==> config.mk <==
export PLATFORM = sky130hd
export DESIGN_NAME = adder_disp_core
export DESIGN_NICKNAME = d
export VERILOG_FILES = /design/src/rtl/adder_disp_pkg.sv /design/src/rtl/adder_disp_core_seg_scan.sv /design/src/rtl/adder_disp_core.sv
export SDC_FILE = /design/constraint.sdc
export NUM_CORES = 1
export LEC_CHECK = 0
export CAP_MARGIN = 20
export CORE_MARGIN = 8
export CORE_UTILIZATION = 45
export DETAILED_ROUTE_END_ITERATION = 8
export PLACE_DENSITY_LB_ADDON = 0.2
export SYNTH_ARGS = -nofsm -noshare
export SYNTH_HDL_FRONTEND = slang
export SYNTH_SLANG_ARGS = --single-unit
==> constraint.sdc <==
create_clock -name clk -period 2.8 [get_ports clk]
set_clock_uncertainty 0.15 [all_clocks]
set_input_delay 0.84 -clock clk [delete_from_list [all_inputs] [get_ports clk]]
set_output_delay 0.84 -clock clk [all_outputs]
set_load 0.01 [all_outputs]
==> src/rtl/adder_disp_pkg.sv <==
// adder_disp_pkg: shared types, constants and arithmetic helper for adder_disp_core
// Contents:
//   state_t   - operation FSM states (IDLE, CALC, DONE)
//   MAXW      - internal sum width, wide enough for the largest WIDTH (12) plus guard bits
//   HEX_SEG   - hex digit to active-low seven-segment pattern (bit0=a .. bit6=g)
//   SEG_BLANK - all segments off
//   add_sub   - signed add/subtract with overflow taken at a run-time result width
package adder_disp_pkg;
    typedef enum logic [1:0] {IDLE, CALC, DONE} state_t;
    localparam int MAXW = 14;
    localparam logic [6:0] SEG_BLANK = 7'h7f;
    localparam logic [15:0][6:0] HEX_SEG = {
        7'h0e, 7'h06, 7'h21, 7'h46, 7'h03, 7'h08, 7'h10, 7'h00,
        7'h78, 7'h02, 7'h12, 7'h19, 7'h30, 7'h24, 7'h79, 7'h40
    };
    typedef struct packed {
        logic [MAXW-1:0] s;
        logic            ov;
    } sum_t;
    // Operands arrive sign-extended to MAXW, so bits rw and rw-1 of the wide
    // sum match the top two bits of an (rw+1)-bit sum.
    function automatic sum_t add_sub(input logic [MAXW-1:0] x, input logic [MAXW-1:0] y,
                                     input logic sub, input logic [3:0] rw);
        sum_t r;
        r.s  = sub ? x - y : x + y;
        r.ov = r.s[rw] ^ r.s[rw - 4'd1];
        return r;
    endfunction
endpackage

==> src/rtl/adder_disp_core_seg_scan.sv <==
// seg_scan: time-multiplexed hex seven-segment driver
// Ports:
//   clk, rst  - clock, asynchronous active-high reset
//   value     - 4*DIGITS-bit value, nibble k shown on digit k (digit 0 rightmost)
//   ov        - lights dp on digit 0 when set
//   seg       - active-low cathodes, seg[0]=a .. seg[6]=g
//   an        - active-low one-hot anodes
//   dp        - active-low decimal point
// Macro OVF_BLINK_EN: blank all anodes for BLINK_DIV clocks out of every 2*BLINK_DIV while ov=1.
module seg_scan
    import adder_disp_pkg::*;
#(
    parameter int DIGITS    = 2,
    parameter int SCAN_DIV  = 100000,
    parameter int BLINK_DIV = 25000000
) (
    input  logic                  clk,
    input  logic                  rst,
    input  logic [4*DIGITS-1:0]   value,
    input  logic                  ov,
    output logic [6:0]            seg,
    output logic [DIGITS-1:0]     an,
    output logic                  dp
);
    localparam int CW = $clog2(SCAN_DIV + 1);
    localparam int IW = DIGITS > 1 ? $clog2(DIGITS) : 1;
    logic [CW-1:0]     cnt;
    logic [IW-1:0]     idx;
    logic [3:0]        nib;
    logic [DIGITS-1:0] an_scan;
    always_ff @(posedge clk or posedge rst) begin
        if (rst) begin
            cnt <= '0;
            idx <= '0;
        end else if (cnt == CW'(SCAN_DIV - 1)) begin
            cnt <= '0;
            idx <= (idx == IW'(DIGITS - 1)) ? '0 : idx + 1'b1;
        end else begin
            cnt <= cnt + 1'b1;
        end
    end
    // seg and an are both decoded from idx, so they switch on the same edge
    assign nib     = 4'(value >> {idx, 2'b00});
    assign seg     = HEX_SEG[nib];
    assign an_scan = ~(DIGITS'(1) << idx);
    assign dp      = ~(ov && idx == '0);
`ifdef OVF_BLINK_EN
    localparam int BW = $clog2(2 * BLINK_DIV);
    logic [BW-1:0] bcnt;
    // held at 0 while ov is low, so every rise of ov starts a blank phase
    always_ff @(posedge clk or posedge rst) begin
        if (rst)
            bcnt <= '0;
        else if (!ov || bcnt == BW'(2 * BLINK_DIV - 1))
            bcnt <= '0;
        else
            bcnt <= bcnt + 1'b1;
    end
    assign an = (ov && bcnt < BW'(BLINK_DIV)) ? '1 : an_scan;
`else
    assign an = an_scan;
`endif
endmodule

==> src/rtl/adder_disp_core.sv <==
// adder_disp_core: registered signed add/sub/accumulate unit with go/busy/done and hex display
// Ports:
//   clk, rst     - clock, asynchronous active-high reset
//   a, b         - WIDTH-bit two's complement operands
//   sub, acc     - subtract select, accumulate select (R op B instead of A op B)
//   go           - start request, accepted only in IDLE
//   busy, done   - operation in progress, one-cycle completion pulse
//   result, ov   - WIDTH+1-bit result register, signed overflow of last operation
//   seg, an, dp  - active-low seven-segment cathodes, anodes, decimal point
// Macro OVF_BLINK_EN: blink the display while ov=1 (see seg_scan).
module adder_disp_core
    import adder_disp_pkg::*;
#(
    parameter int WIDTH     = 4,
    parameter int DIGITS    = 2,
    parameter int SCAN_DIV  = 100000,
    parameter int BLINK_DIV = 25000000
) (
    input  logic              clk,
    input  logic              rst,
    input  logic [WIDTH-1:0]  a,
    input  logic [WIDTH-1:0]  b,
    input  logic              sub,
    input  logic              acc,
    input  logic              go,
    output logic              busy,
    output logic              done,
    output logic [WIDTH:0]    result,
    output logic              ov,
    output logic [6:0]        seg,
    output logic [DIGITS-1:0] an,
    output logic              dp
);
    localparam int RW = WIDTH + 1;
    state_t           state, state_n;
    logic [WIDTH-1:0] a_q, b_q;
    logic             sub_q, acc_q;
    logic [MAXW-1:0]  x, y;
    sum_t             s;
    assign x = acc_q ? {{(MAXW-RW){result[RW-1]}}, result} : {{(MAXW-WIDTH){a_q[WIDTH-1]}}, a_q};
    assign y = {{(MAXW-WIDTH){b_q[WIDTH-1]}}, b_q};
    assign s = add_sub(x, y, sub_q, 4'(RW));
    always_comb begin
        state_n = (state == IDLE) ? (go ? CALC : IDLE) : (state == CALC) ? DONE : IDLE;
    end
    always_ff @(posedge clk or posedge rst) begin
        if (rst) begin
            state  <= IDLE;
            a_q    <= '0;
            b_q    <= '0;
            sub_q  <= 1'b0;
            acc_q  <= 1'b0;
            result <= '0;
            ov     <= 1'b0;
        end else begin
            state <= state_n;
            if (state == IDLE && go) begin
                a_q   <= a;
                b_q   <= b;
                sub_q <= sub;
                acc_q <= acc;
            end
            if (state == CALC) begin
                result <= s.s[RW-1:0];
                ov     <= s.ov;
            end
        end
    end
    assign busy = state != IDLE;
    assign done = state == DONE;
    seg_scan #(
        .DIGITS    (DIGITS),
        .SCAN_DIV  (SCAN_DIV),
        .BLINK_DIV (BLINK_DIV)
    ) u_scan (
        .clk   (clk),
        .rst   (rst),
        .value ((4*DIGITS)'(result)),
        .ov    (ov),
        .seg   (seg),
        .an    (an),
        .dp    (dp)
    );
endmodule

==> out/qor.txt <==
Routed vias - 1739
Share of cells above drive strength 1 - 0.2473
# rows - 25
RR Endpoint - ov$_DFFE_PP0N_
I/O Buffers - 30
Remaining antenna violation count - 0
Gr usage total - 0.1278
Power per cell area - 913.7 mW/mm²
First-pass GRT wire length - 7686 µm
Die footprint - 0.007378 mm²
Commonest non-fill, non-tap cells in the layout - dfrtp_1, clkdlybuf4s50_1, nor2_1
Max Clock Freq - 351.5 MHz
Hold-fix buffers at CTS - 0
Clk buf depth - 2
Most used cell, CP - nor2_1
Worst setup margin - -44.78 ps
Slew headroom - 0.5859
Hold Path Class - reg -> reg
Endpoints failing setup - 4
Status - finished with violations
FF-to-FF path depth - 8
Least-Margin Pin Slew - 616.5 ps
Hold_sp - u_scan.cnt[13]$_DFF_PP0_
Setup TNS Final - -107.2 ps
Reg clk slew, reported paths - 80 ps
Avg Cell Area, Syn - 9.600 µm²
DRC violations left - 0
Critical path arrival - 1850 ps
Worst path required time - 1810 ps
Crit share post-route - 1.016
Pin count of the biggest net entering global routing - 37
Post-route minimum period - 2845 ps
CP max stage cell - dfrtp_1
CTS root buf - clkbuf_8
Worst r2r src - result[1]$_DFFE_PP0N_
Vias in the first global route - 1712
Syn Nets - 256
Clk sinks - 36
Worst path cell trace - nand2_1 > a21boi_4 > ha_2 > nor2_1 > a21oi_1 > nor2_1 > a221oi_1 > buf_2
Failing checks - negative setup slack
Peak per-stage delay on the critical path - 400 ps
H-tree Lvls - 2
Ant. Diodes - 0
Design Power - 2603 µW
Synth-to-layout area growth - 29.60%
Placed wire-length estimate - 3306 µm
Most common cell after layout, fill and taps aside - dfrtp_1
RSZ-0062 raised after global routing - true
Initial DRC count - 54
Setup CP Type - reg -> out
CP Capture Type - primary output
Yosys cell types - 44
Pleak - 0.001248 µW
TritonCTS Buffers - 5
Post-synth ARST share - 1.000
Sequential area share after synthesis - 0.4098
Core outline area - 0.004723 mm²
Post-Syn Instances - 229
Final Hold Fails - 0
Final Wtd Congestion - 0.7787
Syn. warnings - 0
#FFs+latches synth - 36
CTS tree - built
Vias per Instance - 5.085
Initial antenna violation count - 0
Grt total ovfl - 0
Crit path from - u_scan.idx$_DFFE_PP0N_
Initial Util - 0.4654
Max VDD drop - 0.0005260 V
Pre-CTS setup slack - -290.6 ps
IO Pins - 31
Max-cap viol count - 0
Hold Path Cell Cnt - 1
CP Launch Type - flip-flop
Crit-path max FO - 4
Total wire length - 4387 µm
Post-synth EDFFs - 0
Min-Delay Endpoint - u_scan.cnt[13]$_DFF_PP0_
Fin. max-slew vios - 0
Syn Std Cell Area - 0.002198 mm²
Die Span Y - 85.90 µm
Drt pass-1 iters - 4
Routed wire per std cell - 12.83 µm
Flop-to-flop setup slack - 170 ps
Main synth FF type - dfrtp_1
Hold_ws - 345.7 ps
Chip Width - 85.90 µm
Worst skew pair latency - 290 ps
Nets - 301
[cell families (layout without fill, tap and decap cells)]
group | count (synthesis) | count (layout) | synth area share
buffers and inverters | 24 | 70 | 0.05066
and+or+nand+nor | 80 | 80 | 0.1878
adders and majority gates | 14 | 14 | 0.08310
muxes | 15 | 15 | 0.07683
DFF | 36 | 36 | 0.4098
xor gates and xnor gates | 20 | 20 | 0.07968
AOI/OAI and AO/OA | 40 | 40 | 0.1121
[sequential cells by signal (all words and copies together) (netlist names)]
name / count
state: 2
a_q: 4
acc_q: 1
u_scan.idx: 1
result: 5
b_q: 4
sub_q: 1
ov: 1
u_scan.cnt: 17
[worst max-delay path, delay by kind of cell, from the launching register on]
kind                       cells  cell delay, ps
buffers and inverters          1             180
adders and majority gates      1             230
and+or+nand+nor                3             160
DFF                            1             400
AOI/OAI and AO/OA              3             600
[power breakdown]
group	total (µW)	leakage (µW)	switching, µW	internal [µW]
Clock	445	0.0000541	182	263
Combinational	1430	0.000740	699	727
Sequential	732	0.000454	128	604
[synthesized netlist by cell type, drive strengths merged, types with 2 or more instances]
cell     n  area, µm²
a211oi   2      15.01
a21oi   13      65.06
a31oi    3      18.77
and2     2      12.51
and3     2      12.51
buf      2      18.77
clkbuf   8      40.04
dfrtp   36      900.9
ha      13      162.7
inv     13      48.80
mux2    12      138.9
mux2i    3      30.03
nand2   21      78.83
nand2b   4      25.02
nand3    8      40.04
nand4    5      31.28
nor2    23      86.33
nor2b    3      18.77
nor3     2      10.01
nor4     3      33.78
o21ai   12      60.06
o31ai    2      15.01
or4b     2      20.02
xnor2   14      122.6
xor2     6      52.55
[final cells by class]
cell class              instances  area, µm²
clock buffers                   5      68.82
clock inverters                 3      42.54
fillers                       409       1874
inverters                      14      53.80
multi-input cells             169       1290
flip-flops and latches         36      902.1
well taps                      67      83.83
repair buffers                 48      407.9
[per-stage QoR]
step	util	cell area, µm²	std cells
floorplan	-	2198	229
global placement	0.5613	2651	333
detailed placement	0.5613	2651	333
CTS	0.5817	2748	341
global route	0.6032	2849	342
finish	0.6032	2849	342
[metal layers]
layer,routed length (µm),global-route usage
met2,2104,0.2015
met3,181,0.03629
met4,68,0.05732
met5,0,0
met1,2032,0.1574
[what timing repair did]
item / CTS / global route
endpoints found under the setup margin: 7 / 8
pin swaps: 4 / 10
setup buffers: 0 / 1
resized for setup: 37 / 20
[worst max-delay path by stage]
stage | end | cells after the start
3_3_place_gp | seg[3] | 7
5_1_grt | seg[3] | 7
6_report | seg[3] | 8
4_1_cts | seg[3] | 8
2_1_floorplan | seg[3] | 7
3_5_place_dp | seg[3] | 7
No activity file was read; power rests on OpenSTA's default activity.
